--- src/rtl/vga_pkg.sv ---
// Shared constants and types for the VGA framebuffer path (scheduler and timing generator).
package vga_pkg;

   localparam int H_WORDS_DEF    = 640;
   localparam int V_LINES_DEF    = 480;
   localparam int FB_ADDR_W      = 19;
   localparam int FB_DATA_W      = 16;
   localparam int STARVE_MAX_DEF = 64;
   localparam int LB_IDX_W       = 10;

   // 640x480@60Hz timing, shared with the timing generator
   localparam int H_VISIBLE = 640;
   localparam int H_FRONT   = 16;
   localparam int H_SYNC    = 96;
   localparam int H_BACK    = 48;
   localparam int V_VISIBLE = 480;
   localparam int V_FRONT   = 10;
   localparam int V_SYNC    = 2;
   localparam int V_BACK    = 33;

   typedef enum logic [1:0] {
      IDLE  = 2'd0,
      FETCH = 2'd1,
      DRAIN = 2'd2
   } state_t;

endpackage

--- src/rtl/vga_fb_addr_gen.sv ---
// Line fetch address generator: latches the line base, walks the word index and flags the last word.
module vga_fb_addr_gen
   import vga_pkg::*;
#(
   parameter int H_WORDS = H_WORDS_DEF,
   parameter int ADDR_W  = FB_ADDR_W
)(
   input  logic                clk_i,
   input  logic                reset_ni,
   input  logic                i_load,
   input  logic [LB_IDX_W-1:0] i_line,
   input  logic                i_adv,
   output logic [LB_IDX_W-1:0] o_idx,
   output logic [ADDR_W-1:0]   o_addr,
   output logic                o_last
);

   logic [ADDR_W-1:0]   r_base;
   logic [LB_IDX_W-1:0] r_idx;

   always_ff @(posedge clk_i or negedge reset_ni) begin
      if (!reset_ni) begin
         r_base <= '0;
         r_idx  <= '0;
      end else if (i_load) begin
         r_base <= ADDR_W'(i_line) * ADDR_W'(H_WORDS);
         r_idx  <= '0;
      end else if (i_adv && !o_last) begin
         r_idx <= r_idx + 1'b1;
      end
   end

   // Index saturates on the last word so it can never run past the line
   assign o_last = (r_idx == LB_IDX_W'(H_WORDS - 1));
   assign o_idx  = r_idx;
   assign o_addr = r_base + ADDR_W'(r_idx);

endmodule

--- src/rtl/vga_fb_scheduler.sv ---
// Single-port framebuffer arbiter: line prefetch has priority, the pixel writer takes idle cycles.
// Build option VGA_FB_STARVE_GUARD_EN lets a long-waiting writer steal one fetch cycle.
//
//   state | meaning
//   IDLE  | no fetch; writer may be granted
//   FETCH | one RAM read per cycle, base+idx
//   DRAIN | last line-buffer write; writer may be granted
module vga_fb_scheduler
   import vga_pkg::*;
#(
   parameter int H_WORDS    = H_WORDS_DEF,
   parameter int V_LINES    = V_LINES_DEF,
   parameter int ADDR_W     = FB_ADDR_W,
   parameter int DATA_W     = FB_DATA_W,
   parameter int STARVE_MAX = STARVE_MAX_DEF
)(
   input  logic                clk_i,
   input  logic                reset_ni,
   input  logic                fetch_start_i,
   input  logic [LB_IDX_W-1:0] fetch_line_i,
   output logic                fetch_busy_o,
   output logic                overrun_o,
   output logic                lb_we_o,
   output logic [LB_IDX_W-1:0] lb_addr_o,
   output logic [DATA_W-1:0]   lb_wdata_o,
   input  logic                wr_valid_i,
   output logic                wr_ready_o,
   input  logic [ADDR_W-1:0]   wr_addr_i,
   input  logic [DATA_W-1:0]   wr_data_i,
   output logic                mem_en_o,
   output logic                mem_we_o,
   output logic [ADDR_W-1:0]   mem_addr_o,
   output logic [DATA_W-1:0]   mem_wdata_o,
   input  logic [DATA_W-1:0]   mem_rdata_i
);

   state_t              r_state;
   state_t              w_state_nxt;
   logic                w_start_ok;
   logic                w_issue;
   logic                w_load;
   logic                w_steal;
   logic                w_grant;
   logic                r_active;
   logic                r_lb_we;
   logic [LB_IDX_W-1:0] r_lb_addr;
   logic [LB_IDX_W-1:0] w_idx;
   logic [ADDR_W-1:0]   w_rd_addr;
   logic                w_last;

   vga_fb_addr_gen #(
      .H_WORDS (H_WORDS),
      .ADDR_W  (ADDR_W)
   ) u_addr_gen (
      .clk_i    (clk_i),
      .reset_ni (reset_ni),
      .i_load   (w_load),
      .i_line   (fetch_line_i),
      .i_adv    (w_issue),
      .o_idx    (w_idx),
      .o_addr   (w_rd_addr),
      .o_last   (w_last)
   );

   assign w_start_ok = (r_state == IDLE) && fetch_start_i &&
                       (fetch_line_i < LB_IDX_W'(V_LINES));

   always_ff @(posedge clk_i or negedge reset_ni) begin
      if (!reset_ni) r_state <= IDLE;
      else           r_state <= w_state_nxt;
   end

   always_comb begin
      w_state_nxt = r_state;
      w_issue     = 1'b0;
      w_load      = 1'b0;
      unique case (r_state)
         IDLE: begin
            if (w_start_ok) begin
               w_state_nxt = FETCH;
               w_load      = 1'b1;
            end
         end
         FETCH: begin
            if (!w_steal) begin
               w_issue = 1'b1;
               if (w_last) w_state_nxt = DRAIN;
            end
         end
         DRAIN:   w_state_nxt = IDLE;
         default: w_state_nxt = IDLE;
      endcase
   end

`ifdef VGA_FB_STARVE_GUARD_EN
   localparam int WAIT_W = $clog2(STARVE_MAX + 1);
   logic [WAIT_W-1:0] r_wait;

   always_ff @(posedge clk_i or negedge reset_ni) begin
      if (!reset_ni) begin
         r_wait <= '0;
      end else if (w_grant) begin
         r_wait <= '0;
      end else if (wr_valid_i && !wr_ready_o && (r_wait < WAIT_W'(STARVE_MAX))) begin
         r_wait <= r_wait + 1'b1;
      end
   end

   assign w_steal = (r_state == FETCH) && wr_valid_i && (r_wait >= WAIT_W'(STARVE_MAX));
`else
   logic w_unused_cfg;
   assign w_unused_cfg = ^STARVE_MAX;
   assign w_steal      = 1'b0;
`endif

   // r_active keeps the combinational grant low while reset is held
   always_ff @(posedge clk_i or negedge reset_ni) begin
      if (!reset_ni) r_active <= 1'b0;
      else           r_active <= 1'b1;
   end

   assign wr_ready_o = r_active &&
                       (((r_state == IDLE) && !w_start_ok) || (r_state == DRAIN) || w_steal);
   assign w_grant    = wr_valid_i && wr_ready_o;

   always_comb begin
      mem_en_o    = 1'b0;
      mem_we_o    = 1'b0;
      mem_addr_o  = '0;
      mem_wdata_o = '0;
      if (w_issue) begin
         mem_en_o   = 1'b1;
         mem_addr_o = w_rd_addr;
      end else if (w_grant) begin
         mem_en_o    = 1'b1;
         mem_we_o    = 1'b1;
         mem_addr_o  = wr_addr_i;
         mem_wdata_o = wr_data_i;
      end
   end

   always_ff @(posedge clk_i or negedge reset_ni) begin
      if (!reset_ni) begin
         r_lb_we   <= 1'b0;
         r_lb_addr <= '0;
      end else begin
         r_lb_we <= w_issue;
         if (w_issue) r_lb_addr <= w_idx;
      end
   end

   assign fetch_busy_o = (r_state != IDLE);
   assign overrun_o    = fetch_start_i && (r_state != IDLE);
   assign lb_we_o      = r_lb_we;
   assign lb_addr_o    = r_lb_addr;
   assign lb_wdata_o   = r_lb_we ? mem_rdata_i : '0;

endmodule
--- config.mk ---
export PLATFORM = sky130hd
export DESIGN_NAME = vga_fb_scheduler
export DESIGN_NICKNAME = d
export VERILOG_FILES = /design/src/rtl/vga_pkg.sv /design/src/rtl/vga_fb_addr_gen.sv /design/src/rtl/vga_fb_scheduler.sv
export SDC_FILE = /design/constraint.sdc
export NUM_CORES = 1
export LEC_CHECK = 0
export ABC_AREA = 1
export CORE_MARGIN = 10
export CORE_UTILIZATION = 46
export DETAILED_ROUTE_END_ITERATION = 6
export GPL_ROUTABILITY_DRIVEN = 0
export MAX_ROUTING_LAYER = met4
export PLACE_DENSITY = 0.88
export SLEW_MARGIN = 25
export SYNTH_ARGS = -nofsm -noshare
export SYNTH_HDL_FRONTEND = slang
export SYNTH_SLANG_ARGS = --single-unit
--- constraint.sdc ---
create_clock -name clk_i -period 4.5 [get_ports clk_i]
set_clock_uncertainty 0.15 [all_clocks]
set_input_delay 0.675 -clock clk_i [delete_from_list [all_inputs] [get_ports clk_i]]
set_output_delay 0.675 -clock clk_i [all_outputs]
set_load 0.1 [all_outputs]
[Yosys cells after proc, flatten, opt, wreduce, memory -nomap -nowiden]
Cells that the tools add are included.
Cells by class
  order comparisons: 1
  equality and inequality tests: 5
  reduce and logical (&&, ||, !) cells: 14
  $mul: 1
  add/sub/neg operators: 2
  mux-type cells: 16
Operator list (count)
  2-to-1 mux 16 bit: 3
  2-to-1 mux 19 bit: 2
  2-to-1 mux 10 bit: 2
  adder 19 x 10 -> 19 bit: 1
  multiplier 10 x 3 -> 12 bit, second input constant: 1
  adder 10 x 1 -> 10 bit, second input constant: 1
  equality test 10 bit, second input constant: 1
  less-than comparator 10 x 9 -> 1 bit, second input constant: 1
  logical AND 1 bit: 7
  2-to-1 mux 1 bit: 6
  2-to-1 mux 2 bit: 2
  case mux 2 bit (2 select lines): 1
  nonzero test 2 bit: 2
  equality test 2 x 1 -> 1 bit, second input constant: 1
  equality test 2 bit, second input constant: 1
  zero test 1 bit: 2
  zero test 2 bit: 1
  inequality test 2 x 1 -> 1 bit, second input constant: 1
  inequality test 2 bit, second input constant: 1
  AND reduction 2 bit: 1
  logical OR 1 bit: 1
Word-level totals
  output and inout port bits: 67
  logic and storage cells: 45
  bits in registers: 36

[Logic depth before layout (Yosys ltp)]
  depth after elaboration: 10
  mapped depth: 11
  mapped depth without buffers: 11

[By module]
A second synthesis with hierarchy kept.
Second synthesis, totals
  cells, all modules: 460
  area, all modules: 3085.5 µm²
By module, submodules not included
  vga_fb_addr_gen: cells an instance 256, area each 1886.8 µm², sequential area each 550.5 µm², times used 1
  vga_fb_scheduler: cells an instance 204, area each 1198.6 µm², sequential area each 350.3 µm², times used 1

[Worst setup path before layout]
OpenSTA, ideal clock, no wires.
  kind: register to output
  from: reg r_state[1]
  to: out mem_wdata_o[0]
  arrival time: 2509 ps
  path buffers: 0
  required time: 3675 ps
  stages on the path, launching flop included: 9
  path slack: 1166 ps
  path through: dfrtp_1 inv_2 nand2_2 nor3_4 nand2_4 nand2_2 nor2_4 inv_4 nor2_1
On the way
  cells in the longest elaborated chain, start to end: 10
Ends and longest elaborated chain
  start, declared: line vga_fb_scheduler.sv:37  | state_t r_state;
  start signal, assigned: line vga_fb_scheduler.sv:70  | else r_state <= w_state_nxt;
  zero test 2 bit: line vga_fb_scheduler.sv:65, vga_fb_scheduler.sv:123
  logical AND 1 bit (2 in a row): line vga_fb_scheduler.sv:65  | assign w_start_ok = (r_state == IDLE) && fetch_start_i &&
  zero test 1 bit: line vga_fb_scheduler.sv:123  | (((r_state == IDLE) && !w_start_ok) || (r_state == DRAIN) || w_steal);
  logical AND 1 bit: line vga_fb_scheduler.sv:123
  logical OR 1 bit: line vga_fb_scheduler.sv:123
  logical AND 1 bit: line vga_fb_scheduler.sv:122  | assign wr_ready_o = r_active &&
  logical AND 1 bit: line vga_fb_scheduler.sv:124  | assign w_grant = wr_valid_i && wr_ready_o;
  2-to-1 mux 16 bit: line vga_fb_scheduler.sv:134  | end else if (w_grant) begin
  2-to-1 mux 16 bit *: line vga_fb_scheduler.sv:131  | if (w_issue) begin
  end, declared: line vga_fb_scheduler.sv:33  | output logic [DATA_W-1:0] mem_wdata_o,
Every way passes the cells marked *; elsewhere a longest branch is shown, timed or not.

[Final worst setup path]
  from: in fetch_line_i[5]
  to: out mem_wdata_o[15]
On the way
  cells in the longest elaborated chain, start to end: 9
Ends and longest elaborated chain
  start, declared: line vga_fb_scheduler.sv:20  | input logic [LB_IDX_W-1:0] fetch_line_i,
  less-than comparator 10 x 9 -> 1 bit: line vga_fb_scheduler.sv:66  | (fetch_line_i < LB_IDX_W'(V_LINES));
  logical AND 1 bit: line vga_fb_scheduler.sv:65
  zero test 1 bit: line vga_fb_scheduler.sv:123
  logical AND 1 bit: line vga_fb_scheduler.sv:123
  logical OR 1 bit: line vga_fb_scheduler.sv:123
  logical AND 1 bit: line vga_fb_scheduler.sv:122
  logical AND 1 bit: line vga_fb_scheduler.sv:124
  2-to-1 mux 16 bit: line vga_fb_scheduler.sv:134
  2-to-1 mux 16 bit: line vga_fb_scheduler.sv:131
Every way passes these cells.

==> impl_metrics.json <==
{
  "outcome": "finished, final reports clean",
  "multiInputGateArea_um2": 1639,
  "finalHoldWorstSlack_ns": 0.3208,
  "root_buffer": "clkbuf_8",
  "grt_setup_unrepaired": "false",
  "drt_first_pass_iters": 4,
  "register_area_um2": 900.9,
  "final.period_utilization": 0.8035,
  "synthesis.nets": 525,
  "antenna_left": 0,
  "tightest_slew_ns": 1.054,
  "synth_seq_area_share": 0.3135,
  "hp-class": "flop to flop",
  "crit_arrival_ns": 2.79,
  "grt_pass1_wl_um": 14680,
  "fin_crit_ns": 3.616,
  "async_reset_ff_frac": 1.000,
  "max_freq_mhz": 276.6,
  "slew_headroom": 0.2950,
  "cp-start-kind": "input pin",
  "yosysUniqueCellTypes": 30,
  "synth_area_um2": 2874,
  "crit_buf_inv": 3,
  "cap_viol_max_count": 0,
  "syn_inst": 438,
  "num_rows": 28,
  "p_leak_nw": 2.320,
  "slew_viol_final": 0,
  "path_max_fanout": 23,
  "postCtsHoldBufs": 0,
  "finalPower_mw": 1.161,
  "wirelength_um": 9408,
  "die_h_um": 99.05,
  "drive_above_1_share": 0.1320,
  "wl_per_cell_um": 14.63,
  "grt_usage": 0.1859,
  "slowest_stage": "clkdlybuf4s50_1",
  "initial_core_util": 0.4797,
  "clk_path_buf_depth": 2,
  "path_cells": "clkdlybuf4s50_1 > nand4_1 > nand2_4 > nand2_2 > nor2_4 > inv_4 > nor2_1 > buf_4",
  "final_core_util": 0.7066,
  "vias": 3152,
  "cts_tree": "yes",
  "place_area_um2": 4125,
  "drc": 0,
  "core_area_um2": 5991,
  "critPathKind": "input pin to output port",
  "die_x_um": 99.05,
  "clk_latency_ns": 0.29,
  "critPathMaxStageDelay_ns": 0.51,
  "clkTransAtPathRegs_ns": 0.07,
  "grt_pass1_vias": 2915,
  "cp.required_ns": 3.67,
  "reg2regPathDepth": 6,
  "diodes": 0,
  "ios": 132,
  "numCtsBuffers": 5,
  "routed_via_density": 4.902,
  "grt_overflow": 0,
  "post_cts_resize_count": 0,
  "synth-edff-count": 0,
  "finalHoldViolCount": 0,
  "grt_max_degree": 37,
  "ys_seq_elements": 36,
  "areaGrowthSynthToFinish_pct": 47.28,
  "crit_family": "simple AND/OR/NAND/NOR gates",
  "dieArea_um2": 9810,
  "setup_tns_ns": 0,
  "crit_cells": 8,
  "drt_first_iter_violations": 177,
  "critPathCaptureType": "output port",
  "ctsHtreeMaxLevel": 2,
  "cts_setup_buffers": 0,
  "clock_sinks": 36,
  "synth_top_flop_cell": "dfrtp_1",
  "whs_path_depth": 2,
  "port_buffers": 131,
  "num-fill-cells": 494,
  "design_area_um2": 4233,
  "synth_warnings": 0,
  "hpwl_um": 7999,
  "antenna_found_initial": 0,
  "setup_viol": 0,
  "synth.avg_cell_area_um2": 6.562,
  "p_per_area_nw_per_um2": 274.3,
  "final_nets": 654,
  "ir_drop_mv": 0.2234
}
layout by cell type, fill, tap and decap left out, drive strengths merged, types with 4 or more instances in the layout:
| cell type | synthesis | final |
|---|---|---|
| nand4 | 11 | 11 |
| nand3 | 29 | 29 |
| ha | 20 | 20 |
| dfrtp | 36 | 36 |
| buf | 6 | 42 |
| clkdlybuf4s50 | 0 | 90 |
| clkbuf | 4 | 6 |
| o21ai | 15 | 15 |
| inv | 72 | 72 |
| xor2 | 4 | 4 |
| nor2 | 39 | 39 |
| nand2 | 180 | 180 |
| a21oi | 7 | 7 |
sequential cells by signal, indices dropped and copies added (netlist names):
name               count
lb_addr_o             10
u_addr_gen.r_base     12
lb_we_o                1
r_state                2
r_active               1
u_addr_gen.o_idx      10
path summary, 6_finish.rpt:
check	slack, ns	from	end
setup / recovery	0.88	fetch_line_i[5]	mem_wdata_o[15]
hold / removal	0.32	lb_addr_o[5]	lb_addr_o[5]
min in group asynchronous	0.65	reset_ni	r_state[0]
hold reg to reg	0.32	lb_addr_o[5]	lb_addr_o[5]
setup reg to reg	2.67	r_state[1]	u_addr_gen.o_idx[4]
max in group asynchronous	3.24	reset_ni	u_addr_gen.r_base[17]
per-layer routing:
metal / part of all wire / track usage / vias up
met5: 0 / - / -
met4: 0.014 / 0.05292 / 0
met3: 0.086 / 0.04050 / 13
met2: 0.49 / 0.3166 / 125
met1: 0.41 / 0.2139 / 1410
li1: - / - / 1604
per-stage QoR:
stage | cells | setup slack, ns
3_3_place_gp | 635 | 0.9576
6_report | 643 | 0.8844
3_5_place_dp | 635 | 0.8750
2_1_floorplan | 438 | 1.166
5_1_grt | 643 | 0.7043
4_1_cts | 643 | 0.8738
kinds of logic (layout without fill, tap and decap cells):
logic type,count (synthesis),count (layout),synth area share
xor+xnor,5,5,0.01524
buf+inv,82,212,0.1162
compound gates,24,24,0.04353
simple gates,268,268,0.4092
fa+ha+maj,22,22,0.1010
other cells,1,1,0.001305
flops,36,36,0.3135
synthesized netlist by cell type (all sizes together), types with 2 or more instances:
cell    number  share of area
nand2      180           0.24
inv         72          0.096
nor2        39          0.072
dfrtp       36           0.31
nand3       29          0.051
ha          20          0.087
o21ai       15          0.026
nand4       11          0.024
a21oi        7          0.012
buf          6          0.015
clkbuf       4         0.0052
xor2         4          0.012
nor3         3         0.0091
or2          3         0.0065
fa           2          0.014
nand3b       2         0.0052
o21bai       2         0.0052
power by group:
part / internal, mW / switching [mW] / total, mW
registers: 0.348 / 0.0254 / 0.374
logic: 0.150 / 0.360 / 0.510
clock network: 0.164 / 0.113 / 0.278
total: 0.663 / 0.498 / 1.16
final cells by class:
type | count | area share
Inverter | 72 | 0.06503
Multi-Input combinational cell | 320 | 0.3872
Tap cell | 75 | 0.02217
Clock inverter | 2 | 0.008277
Clock buffer | 6 | 0.01714
Timing Repair Buffer | 132 | 0.2873
Sequential cell | 36 | 0.2128
tightest hold or removal path: stages, from the launching register on:
cell	delay, ns
dfrtp_1	0.34
nand2_1	0.05
nand2_1	0.05
Power figures use the tool's default switching activity.
